File: src/rtl/note_sequencer_if.sv
// note_sequencer_if: player control, FCW write-request handshake, FCW RAM port and NCO outputs.
// The slave modport is the note_sequencer side; the master modport is its environment.
interface note_sequencer_if;
    logic        play;
    logic        next;
    logic        wr_req;
    logic [1:0]  wr_addr;
    logic [23:0] wr_data;
    logic        wr_ack;
    logic        rd_en;
    logic        wr_en;
    logic [1:0]  addr;
    logic [23:0] d_out;
    logic [23:0] ram_dout;
    logic [23:0] fcw;
    logic        fcw_valid;
    logic [1:0]  note_idx;

    modport slave (
        input  play, next, wr_req, wr_addr, wr_data, ram_dout,
        output wr_ack, rd_en, wr_en, addr, d_out, fcw, fcw_valid, note_idx
    );

    modport master (
        output play, next, wr_req, wr_addr, wr_data, ram_dout,
        input  wr_ack, rd_en, wr_en, addr, d_out, fcw, fcw_valid, note_idx
    );
endinterface

File: src/rtl/note_sequencer.sv
// note_sequencer: cycles through four FCW slots held in an external RAM, holding each for NOTE_CYCLES.
// Optional macro NOTE_SEQUENCER_MUTE_EN zeroes fcw/fcw_valid while play=0.
module note_sequencer #(
    parameter int unsigned NOTE_CYCLES = 25000000
) (
    input logic             clk,
    input logic             rst,
    note_sequencer_if.slave bus
);
    localparam int unsigned   CW        = $clog2(NOTE_CYCLES);
    localparam logic [CW-1:0] HOLD_LOAD = CW'(NOTE_CYCLES - 1);

    typedef enum logic [2:0] {IDLE, FETCH, LATCH, HOLD, WRITE} state_t;

    state_t        state, state_nx;
    logic [CW-1:0] count, count_nx;
    logic [1:0]    idx, idx_nx;
    logic [23:0]   fcw_q;
    logic          valid_q;

    logic          rd_en, wr_en, wr_ack;
    logic [1:0]    addr;
    logic [23:0]   d_out;

    // NOTE: the async reset sits in the sensitivity list so outputs clear without waiting for clk.
    always_ff @(posedge clk or negedge rst) begin
        if (!rst) begin
            state   <= IDLE;
            count   <= '0;
            idx     <= '0;
            fcw_q   <= '0;
            valid_q <= 1'b0;
        end else begin
            state <= state_nx;
            count <= count_nx;
            idx   <= idx_nx;
            if (state == LATCH) begin
                fcw_q   <= bus.ram_dout;
                valid_q <= 1'b1;
            end
        end
    end

    // NOTE: every signal gets a default before the case so no path leaves one unassigned (no latches).
    always_comb begin
        state_nx = state;
        count_nx = count;
        idx_nx   = idx;
        rd_en    = 1'b0;
        wr_en    = 1'b0;
        wr_ack   = 1'b0;
        addr     = '0;
        d_out    = '0;
        case (state)
            IDLE: begin
                state_nx = bus.wr_req ? WRITE : FETCH;
            end
            FETCH: begin
                rd_en    = 1'b1;
                addr     = idx;
                state_nx = LATCH;
            end
            LATCH: begin
                count_nx = HOLD_LOAD;
                state_nx = HOLD;
            end
            HOLD: begin
                // A skip and an expiry in the same cycle share one advance.
                if (bus.next || (bus.play && count == '0)) begin
                    idx_nx   = idx + 2'd1;
                    state_nx = FETCH;
                end else begin
                    if (bus.play) count_nx = count - 1'b1;
                    if (bus.wr_req) state_nx = WRITE;
                end
            end
            WRITE: begin
                wr_en  = 1'b1;
                wr_ack = 1'b1;
                addr   = bus.wr_addr;
                d_out  = bus.wr_data;
                // Writing the playing slot (or writing before any note exists) restarts via a fetch.
                state_nx = (bus.wr_addr == idx || !valid_q) ? FETCH : HOLD;
            end
            default: state_nx = IDLE;
        endcase
    end

    assign bus.rd_en    = rd_en;
    assign bus.wr_en    = wr_en;
    assign bus.wr_ack   = wr_ack;
    assign bus.addr     = addr;
    assign bus.d_out    = d_out;
    assign bus.note_idx = idx;

`ifdef NOTE_SEQUENCER_MUTE_EN
    assign bus.fcw       = bus.play ? fcw_q : '0;
    assign bus.fcw_valid = bus.play & valid_q;
`else
    assign bus.fcw       = fcw_q;
    assign bus.fcw_valid = valid_q;
`endif
endmodule

File: src/flat_wrapper.sv
// flat-port wrapper written by rule: the top's interface ports become plain ports
module note_sequencer_flat 
#(
    parameter int unsigned NOTE_CYCLES = 25000000
)
  (clk, rst, bus_play, bus_next, bus_wr_req, bus_wr_addr, bus_wr_data, bus_ram_dout, bus_wr_ack, bus_rd_en, bus_wr_en, bus_addr, bus_d_out, bus_fcw, bus_fcw_valid, bus_note_idx);
  note_sequencer_if bus_i ();
  input logic clk;
  input logic rst;
  input wire logic [$bits(bus_i.play)-1:0] bus_play;
  input wire logic [$bits(bus_i.next)-1:0] bus_next;
  input wire logic [$bits(bus_i.wr_req)-1:0] bus_wr_req;
  input wire logic [$bits(bus_i.wr_addr)-1:0] bus_wr_addr;
  input wire logic [$bits(bus_i.wr_data)-1:0] bus_wr_data;
  input wire logic [$bits(bus_i.ram_dout)-1:0] bus_ram_dout;
  output wire logic [$bits(bus_i.wr_ack)-1:0] bus_wr_ack;
  output wire logic [$bits(bus_i.rd_en)-1:0] bus_rd_en;
  output wire logic [$bits(bus_i.wr_en)-1:0] bus_wr_en;
  output wire logic [$bits(bus_i.addr)-1:0] bus_addr;
  output wire logic [$bits(bus_i.d_out)-1:0] bus_d_out;
  output wire logic [$bits(bus_i.fcw)-1:0] bus_fcw;
  output wire logic [$bits(bus_i.fcw_valid)-1:0] bus_fcw_valid;
  output wire logic [$bits(bus_i.note_idx)-1:0] bus_note_idx;
  assign bus_i.play = bus_play;
  assign bus_i.next = bus_next;
  assign bus_i.wr_req = bus_wr_req;
  assign bus_i.wr_addr = bus_wr_addr;
  assign bus_i.wr_data = bus_wr_data;
  assign bus_i.ram_dout = bus_ram_dout;
  assign bus_wr_ack = bus_i.wr_ack;
  assign bus_rd_en = bus_i.rd_en;
  assign bus_wr_en = bus_i.wr_en;
  assign bus_addr = bus_i.addr;
  assign bus_d_out = bus_i.d_out;
  assign bus_fcw = bus_i.fcw;
  assign bus_fcw_valid = bus_i.fcw_valid;
  assign bus_note_idx = bus_i.note_idx;
  note_sequencer #(.NOTE_CYCLES(NOTE_CYCLES)) u_core (.clk(clk), .rst(rst), .bus(bus_i));
endmodule
File: config.mk
export PLATFORM = sky130hd
export DESIGN_NAME = note_sequencer_flat
export DESIGN_NICKNAME = d
export VERILOG_FILES = /design/src/rtl/note_sequencer_if.sv /design/src/rtl/note_sequencer.sv /design/src/flat_wrapper.sv
export SDC_FILE = /design/constraint.sdc
export NUM_CORES = 1
export LEC_CHECK = 0
export ABC_AREA = 1
export ABC_CLOCK_PERIOD_IN_PS = 2000
export BUFFER_PORTS_ARGS = -buffer_cell sky130_fd_sc_hd__buf_2
export CORE_ASPECT_RATIO = 1.2
export CORE_MARGIN = 2
export CORE_UTILIZATION = 45
export CTS_BUF_LIST = sky130_fd_sc_hd__clkbuf_4
export DETAILED_ROUTE_END_ITERATION = 10
export PLACE_DENSITY = 0.83
export SYNTH_ARGS = -nofsm -noshare
export SYNTH_HDL_FRONTEND = slang
export SYNTH_SLANG_ARGS = --single-unit
File: constraint.sdc
create_clock -name clk -period 2 [get_ports clk]
set_input_delay 0.2 -clock clk [delete_from_list [all_inputs] [get_ports clk]]
set_output_delay 0.2 -clock clk [all_outputs]
set_load 0.02 [all_outputs]
==> impl_metrics.tcl, run 1 <==
set metrics [dict create \
    clock_path_buffers 2 \
    total_power_uw 5870 \
    worstPathRequired_ns 1.80 \
    synth_top_area_share_pct 40.6 \
    rsz0062_at_grt "no" \
    ys_warn_count 0 \
    min_period_ns 1.86 \
    rows 34 \
    rrSetupSlack_ns 0.21 \
    fin_tns_setup_ns 0 \
    cts_sinks 55 \
    holdPathStages 2 \
    power_leakage_uw 0.00219 \
    fin_nets 588 \
    core_area_um2 7270 \
    multiInputGateArea_um2 1770 \
    use_met2_pct 36.4 \
    io_pins 111 \
    timing.rr.start "u_core.count[1]" \
    htreeDepth 2 \
    cts_tree "built" \
    regArea_um2 1380 \
    cts-root-buf "clkbuf_4" \
    worstPathArrival_ns 1.66 \
    p_per_area_nw_per_um2 1420 \
    critPathCaptureType "primary output" \
    final_antenna_net_count 0 \
    layout-drive-gt1-share_pct 41.2 \
    synth_area_leaders "dfrtp_1, nand2_1, mux2_2, nand3_1, nor2_1" \
    first_pass_iters 9 \
    antenna_cells 0 \
    hpwlAfterDp_mm 5.93 \
    internal_power_uw 3010 \
    finClkSkew_ns 0.0102 \
    syn-num-nets 474 \
    drt_wl_total_mm 8.37 \
    clock_latency_ns 0.39 \
    grt_max_degree 42 \
    rr_worst_depth 9 \
    synth_enable_flop_cells 0 \
    fp.dieArea_um2 8250 \
    synthCells 417 \
    busiest_layer "met2" \
    cts-buffers-inserted 5 \
    post_drt_wl_per_cell_um 13.5 \
    p_comb_share_pct 56.1 \
    met3_usage_pct 2.90 \
    p_seq_share_pct 35.0 \
    final.period_utilization_pct 92.9 \
    yosysTopAreaCell "dfrtp_1" \
    area_growth_pct 22.2 \
    min_path_type "input pin to flip-flop" \
    max_freq_mhz 538 \
    relSlewSlack_pct 59.2 \
    hold_slack_ns 0.0258 \
    path_class "flip-flop to primary output" \
    sw_frac_of_total_pct 48.7 \
    pwr-share-clk_pct 8.9 \
    vias 3199 \
    synth-main-ff-cell "dfrtp_1" \
    r2r_end "u_core.count[14]" \
    grtUsageMet1_pct 22.0 \
    drv_slew 0 \
    hp-start "bus_ram_dout[0]" \
    ys_ff_latch 55 \
    outcome "finished, final reports clean" \
    power_switching_uw 2860 \
    nFillCells 644 \
    ir_drop_mv 0.840 \
    first_iter_violations 209 \
    ys_types 30 \
    gp_congestion 0.885 \
    hold_violations 0 \
    die_w_um 83.2 \
    cap_viol_max_count 0 \
    ys_seq_area_share_pct 40.6 \
    grtUsageTotal_pct 19.4 \
    grt_pass1_wl_mm 13.5 \
    antenna_found_initial 0 \
    holdPathEnd "u_core.bus.fcw[0]" \
    overflow 0 \
    synthArstFlopShare_pct 100 \
    vias_per_cell 5.14 \
    grt_pass1_vias 3142 \
    cp_max_fo 14 \
    synth_area_per_cell_um2 8.13 \
    port_buffers 110 \
    setup_viol_count_final 0 \
    cp-start-kind "flip-flop" \
    start_util_pct 46.6 \
    die_h_um 99.1 \
    worst_pin_slew_ns 0.612 \
    drc 0 \
    mappedNetlistArea_um2 3390 \
    clkTransAtPathRegs_ns 0.17 \
]
-- cell type report --
type	instances	share of cell area [%]
tap	90	2.72
timing repair buffer	119	15.6
inverter	47	4.26
clock buffer	5	0.906
multi-input combinational	303	42.7
clock inverter	3	0.634
sequential	55	33.2
-- kinds of logic after synthesis --
family                     after synthesis  share of synthesized area (%)
AOI/OAI and AO/OA                        6                           1.07
xor gates and xnor gates                11                           2.84
adders and majority gates                2                          0.738
buffers and inverters                   61                           8.49
DFF                                     55                           40.6
muxes                                   24                           7.97
and+or+nand+nor                        258                           38.3
-- power groups by stage --
stage / Combinational, uW / Clock, uW / Sequential, uW
finish: 3290 / 522 / 2050
global route: 3590 / 580 / 2120
CTS: 3210 / 536 / 2030
detailed placement: 3210 / 0 / 2040
global placement: 3080 / 0 / 2030
floorplan: 2130 / 0 / 2320
-- how the worst max path moves through the flow --
stage	from	endpoint	slack (ns)	depth (start not counted)
floorplan	u_core.state[1]	bus_addr[0]	0.16	3
global placement	u_core.count[0]	u_core.count[1]	0.19	11
detailed placement	u_core.count[0]	u_core.count[3]	0.14	11
CTS	u_core.state[1]	bus_d_out[18]	0.02	5
global route	u_core.state[1]	bus_d_out[13]	0.007	5
finish	u_core.state[1]	bus_d_out[18]	0.14	5
-- cell usage after synthesis (3+ instances only) --
master and n:
buf_2 6, clkbuf_1 3, dfrtp_1 55, inv_1 43
inv_2 4, mux2_2 24, nand2_1 72, nand2_2 38
nand3_1 48, nand3_2 3, nand4_1 11, nor2_1 64
nor2_2 3, nor2_4 7, o21ai_0 3, or2_2 6
xnor2_1 5, xor2_1 6
-- timing repair --
action | CTS | global route
pin swaps | 0 | 2
hold buffers | 1 | 0
endpoints found under the setup margin | 16 | 41
gates cloned | 0 | 2
endpoints found under the hold margin | 26 | 0
setup buffers | 0 | 3
resized for setup | 1 | 3
-- placed cells by master (no fill, tap or decap), drive strengths merged, types with 3 or more instances in the layout --
cell type	n
buf	118
clkbuf	5
dfrtp	55
inv	49
mux2	24
nand2	112
nand3	52
nand4	13
nor2	74
o21ai	3
or2	8
xnor2	5
xor2	6
-- stage by stage --
step | util [%] | setup slack (ns) | area (um^2) | cells
floorplan | - | 0.163 | 3390 | 417
global placement | 55.1 | 0.190 | 4010 | 608
detailed placement | 55.1 | 0.138 | 4010 | 608
CTS | 56.1 | 0.0228 | 4080 | 617
global route | 57.0 | 0.00718 | 4140 | 622
finish | 57.0 | 0.141 | 4140 | 622
-- registers in the layout, indices dropped and copies added (netlist names) --
signal                flops
u_core.bus.fcw_valid      1
u_core.bus.fcw           24
u_core.count             25
u_core.state              3
u_core.bus.note_idx       2
-- critical path: stages, from the launching register on --
cell     delay, ns
dfrtp_1       0.48
nor2_2        0.18
nand2_2       0.11
buf_4         0.20
nor2_1        0.12
buf_2         0.18
-- metal layers --
layer  part of all wire, %  wire length [um]  up-vias
li1                      -                 -     1547
met1                    38              3220     1465
met2                    52              4390      165
met3                   6.2               523       22
met4                   2.8               235        0
met5                     0                 0        -
No activity file was read; power rests on OpenSTA's default activity.
==> run 2: changes to the inputs <==
--- a/config.mk
+++ b/config.mk
@@ -8,12 +8,15 @@
 export ABC_AREA = 1
 export ABC_CLOCK_PERIOD_IN_PS = 2000
 export BUFFER_PORTS_ARGS = -buffer_cell sky130_fd_sc_hd__buf_2
+export CELL_PAD_IN_SITES_DETAIL_PLACEMENT = 0
+export CELL_PAD_IN_SITES_GLOBAL_PLACEMENT = 1
 export CORE_ASPECT_RATIO = 1.2
 export CORE_MARGIN = 2
-export CORE_UTILIZATION = 45
+export CORE_UTILIZATION = 38
 export CTS_BUF_LIST = sky130_fd_sc_hd__clkbuf_4
 export DETAILED_ROUTE_END_ITERATION = 10
-export PLACE_DENSITY = 0.83
+export GPL_TIMING_DRIVEN = 0
+export PLACE_DENSITY = 0.94
 export SYNTH_ARGS = -nofsm -noshare
 export SYNTH_HDL_FRONTEND = slang
 export SYNTH_SLANG_ARGS = --single-unit
==> impl_metrics.tcl, run 2 (synthesis gave the netlist of run 1 again) <==
set metrics [dict create \
    outcome "finished, final reports clean" \
    cts-root-buf "clkbuf_4" \
    clock_latency_ns 0.40 \
    final-instance-count-excl-fill 660 \
    dp.cells 644 \
    clkTransAtPathRegs_ns 0.17 \
    die_h_um 107 \
    worst_pin_slew_ns 1.23 \
    layout-drive-gt1-share_pct 41.1 \
    overflow 0 \
    finClkSkew_ns 0.0162 \
    fin_nets 599 \
    start_util_pct 39.4 \
    antenna_cells 0 \
    final_antenna_net_count 0 \
    mostFrequentLayoutCells "buf_2, nand2_1, nor2_1" \
    cap_viol_max_count 0 \
    path_class "flip-flop to primary output" \
    total_power_uw 5990 \
    fp.dieArea_um2 9700 \
    cts-buffers-inserted 5 \
    hpwlAfterDp_mm 6.12 \
    regArea_um2 1380 \
    hold_violations 0 \
    htreeDepth 2 \
    first_iter_violations 128 \
    antenna_found_initial 0 \
    min_path_type "input pin to flip-flop" \
    p_per_area_nw_per_um2 1400 \
    area_growth_pct 25.8 \
    vias 3072 \
    setup_viol_count_final 0 \
    die_w_um 90.2 \
    nFillCells 856 \
    clock_path_buffers 2 \
    grt_pass1_wl_mm 13.6 \
    final_common_cell "buf_2" \
    core_area_um2 8610 \
    worstPathRequired_ns 1.80 \
    drc 0 \
    relSlewSlack_pct 18.3 \
    critPathCaptureType "primary output" \
    cts_sinks 55 \
    multiInputGateArea_um2 1740 \
    largest_reg_flops 25 \
    cts_tree "built" \
    grt_max_degree 56 \
    max_freq_mhz 533 \
    drt_wl_total_mm 8.08 \
    cp_max_fo 10 \
    port_buffers 110 \
    grtUsageTotal_pct 16.8 \
    power_leakage_uw 0.00222 \
    first_pass_iters 4 \
    min_period_ns 1.88 \
    post_cts_buffers 0 \
    grt_pass1_vias 3141 \
    cp-start-kind "flip-flop" \
    post_drt_wl_per_cell_um 12.2 \
    io_pins 111 \
    regMostFlops "u_core.count" \
    drv_slew 0 \
    worstPathArrival_ns 1.68 \
    final.period_utilization_pct 93.8 \
    ir_drop_mv 0.962 \
    rows 37 \
    vias_per_cell 4.65 \
    gp_congestion 0.828 \
]
-- run 2: changes by cell type in the layout (fill, tap and decap cells not counted), moves of 2 or more --
cell           change
buf_2              +7
buf_4              -5
buf_6              +2
dlygate4sd3_1      +7
-- run 2: report_power, final --
part / total, uW / internal [uW] / switching (uW)
clock network: 640 / 268 / 372
logic: 3310 / 1310 / 1990
registers: 2050 / 1610 / 438
total: 5990 / 3190 / 2800
-- run 2: layout make-up --
cell class | instances | share of cell area (%)
multi-input combinational | 301 | 40.7
sequential | 55 | 32.3
timing repair buffer | 118 | 14.8
inverter | 47 | 4.14
tap | 117 | 3.43
buffer | 14 | 2.67
clock inverter | 3 | 1.09
clock buffer | 5 | 0.880
-- run 2: through the flow --
step / util, % / TNS [ns] / hold WS [ns] / setup slack, ns / instance area, um^2
floorplan: - / 0 / -0.0956 / 0.163 / 3390
global placement: 47.5 / 0 / 0.431 / 0.354 / 4090
detailed placement: 47.5 / 0 / 0.436 / 0.333 / 4090
CTS: 48.6 / 0 / 0.000629 / 0.0484 / 4190
global route: 49.5 / -0.00321 / 0.00265 / -0.00321 / 4270
finish: 49.5 / 0 / 0.0200 / 0.124 / 4270
-- run 2: worst paths after layout --
path                                       from                   end  slack, ns  depth (start not counted)
max in group asynchronous                   rst       u_core.state[1]       1.15                          1
setup reg to reg                u_core.count[9]       u_core.count[6]       0.30                          9
setup / recovery                u_core.state[1]         bus_d_out[11]       0.12                          5
hold / removal                  bus_ram_dout[0]     u_core.bus.fcw[0]       0.02                          2
hold reg to reg            u_core.bus.fcw_valid  u_core.bus.fcw_valid       0.52                          2
min in group asynchronous                   rst      u_core.count[21]       0.04                          1
-- run 2: critical path, stage by stage, from the launching register on --
cell      delay, ns
dfrtp_2        0.48
nor2_2         0.17
nand2_2        0.12
clkbuf_2       0.20
nor2_1         0.13
buf_2          0.18
-- run 2: layer usage --
layer / up-vias / part of all wire (%) / GRT usage (%)
met3: 9 / 5.0 / 2.59
met5: - / 0 / 0
met4: 0 / 1.6 / 5.82
met1: 1422 / 41 / 19.0
li1: 1559 / - / -
met2: 82 / 53 / 32.2
-- run 2: repair_timing --
item                                    in CTS  in global routing
cloned                                       0                  0
endpoints found under the setup margin       9                 22
resized for setup                            3                  4
hold buffers                                 1                  7
endpoints found under the hold margin        1                  7
==> run 3: changes to the inputs <==
--- a/config.mk
+++ b/config.mk
@@ -6,11 +6,10 @@
 export NUM_CORES = 1
 export LEC_CHECK = 0
 export ABC_AREA = 1
-export ABC_CLOCK_PERIOD_IN_PS = 2000
+export ABC_CLOCK_PERIOD_IN_PS = 2120
 export BUFFER_PORTS_ARGS = -buffer_cell sky130_fd_sc_hd__buf_2
 export CELL_PAD_IN_SITES_DETAIL_PLACEMENT = 0
 export CELL_PAD_IN_SITES_GLOBAL_PLACEMENT = 1
-export CORE_ASPECT_RATIO = 1.2
 export CORE_MARGIN = 2
 export CORE_UTILIZATION = 38
 export CTS_BUF_LIST = sky130_fd_sc_hd__clkbuf_4
==> constraint.sdc (replaced) <==
create_clock -name clk -period 2.12 [get_ports clk]
set_input_delay 0.212 -clock clk [delete_from_list [all_inputs] [get_ports clk]]
set_output_delay 0.212 -clock clk [all_outputs]
set_load 0.02 [all_outputs]
==> impl_metrics.tcl, run 3 (synthesis gave the netlist of run 1 again) <==
set metrics [dict create \
    path_class "flip-flop to primary output" \
    mostFrequentLayoutCells "buf_2, nand2_1, nor2_1" \
    clkTransAtPathRegs_ns 0.17 \
    post_cts_buffers 0 \
    outcome "finished, final reports clean" \
    post-place-ws_ns 0.439 \
    post_drt_wl_per_cell_um 12.5 \
    worstPathArrival_ns 1.71 \
    r2r_end "u_core.count[14]" \
    regMostFlops "u_core.count" \
    p_per_area_nw_per_um2 1330 \
    io_pins 111 \
    post-route-util_pct 47.9 \
    cts-buffers-inserted 5 \
    antenna_found_initial 0 \
    final_antenna_net_count 0 \
    hpwlAfterDp_mm 6.25 \
    worst_pin_slew_ns 1.22 \
    grtUsageTotal_pct 16.9 \
    vias 3061 \
    die_h_um 98.5 \
    relSlewSlack_pct 18.4 \
    cp-startpoint "u_core.state[1]" \
    first_pass_iters 4 \
    rrSetupSlack_ns 0.40 \
    drv_slew 0 \
    grt_pass1_wl_mm 13.7 \
    worstPathRequired_ns 1.91 \
    setup_ws_ns 0.199 \
    clock_latency_ns 0.39 \
    gp_congestion 0.812 \
    antenna_cells 0 \
    overflow 0 \
    grt_max_degree 56 \
    drc 0 \
    vias_per_cell 4.75 \
    port_buffers 110 \
    cts_tree "built" \
    layout-drive-gt1-share_pct 41.0 \
    hold_violations 0 \
    ir_drop_mv 0.879 \
    htreeDepth 2 \
    pwr-share-clk_pct 9.0 \
    power_leakage_uw 0.00218 \
    max_freq_mhz 520 \
    p_comb_share_pct 56.3 \
    final.period_utilization_pct 90.6 \
    fp.dieArea_um2 9690 \
    die_w_um 98.5 \
    sw_frac_of_total_pct 48.0 \
    cp_max_fo 10 \
    setup_viol_count_final 0 \
    p_seq_share_pct 34.7 \
    final_common_cell "buf_2" \
    crit_end "bus_d_out[7]" \
    min_path_type "input pin to flip-flop" \
    timing.rr.start "u_core.count[0]" \
    finClkSkew_ns 0.00913 \
    start_util_pct 39.1 \
    internal_power_uw 2880 \
    rsz0062_at_grt "no" \
    core_area_um2 8680 \
    min_period_ns 1.92 \
    fin_nets 592 \
    rows 34 \
    clock_path_buffers 2 \
    power_switching_uw 2650 \
    cp-start-kind "flip-flop" \
    cts-root-buf "clkbuf_4" \
    grt_pass1_vias 3020 \
    rr_worst_depth 9 \
    first_iter_violations 153 \
    cts_sinks 55 \
    drt_wl_total_mm 8.08 \
    cap_viol_max_count 0 \
    fin_tns_setup_ns 0 \
    area_growth_pct 22.5 \
    largest_reg_flops 25 \
    critPathCaptureType "primary output" \
]
## run 3: changes by cell type in the layout (fill, tap and decap cells not counted), sizes merged
| cell | change |
|---|---|
| buf | -1 |
| bufinv | -1 |
| clkbuf | +1 |
| dlygate4sd3 | -7 |
| inv | +1 |
## run 3: worst min-delay path by stage
stage | end | slack [ns] | cells past startpoint | startpoint
floorplan | u_core.bus.fcw[0] | -0.08 | 0 | rst
global placement | u_core.bus.fcw[14] | 0.44 | 2 | bus_ram_dout[14]
detailed placement | u_core.bus.fcw[7] | 0.45 | 2 | bus_ram_dout[7]
CTS | u_core.bus.fcw[7] | 0.02 | 2 | bus_ram_dout[7]
global route | u_core.bus.fcw[11] | 0.01 | 2 | bus_ram_dout[11]
finish | u_core.bus.fcw[7] | 0.04 | 2 | bus_ram_dout[7]
## run 3: per-stage QoR
stage	instance area [um^2]	cells	total power, uW	hold slack [ns]
floorplan	3390	417	4200	-0.0836
global placement	4080	635	4970	0.444
detailed placement	4080	635	5080	0.448
CTS	4140	643	5590	0.0173
global route	4150	644	6000	0.0101
finish	4150	644	5540	0.0357
## run 3: worst max-delay path, cell delays in order, from the launching register on
cell and delay [ns]:
dfrtp_1 0.46, nor2_1 0.20, nand2_2 0.15, clkbuf_2 0.21
nor2_1 0.13, buf_2 0.18
## run 3: cell type report
class                   instances  area, um^2
fillers                       892        4520
multi-input cells             301        1730
flip-flops and latches         55        1380
repair buffers                111         561
inverters                      47         176
well taps                     108         135
plain buffers                  14         114
clock buffers                   5        37.5
clock inverters                 3        25.0
## run 3: routing by layer
metal | track usage [%] | up-vias | wire [um]
met3 | 2.34 | 9 | 401
met5 | 0 | - | 0
met2 | 30.2 | 78 | 4160
met1 | 21.4 | 1425 | 3410
met4 | 4.95 | 0 | 109
li1 | - | 1549 | -
## run 3: timing repair
action	4_1_cts	5_1_grt
hold buffers	0	1
resized for setup	0	5
endpoints found under the hold margin	0	1
setup endpoints to repair	0	20
## run 3: power groups by stage
stage	clock network (uW)	registers [uW]	logic, uW
final	499	1920	3120
after detailed placement	0	1950	3140
after global routing	555	2000	3450
after floorplan	0	2190	2010
after global placement	0	1910	3060
after CTS	525	1920	3140
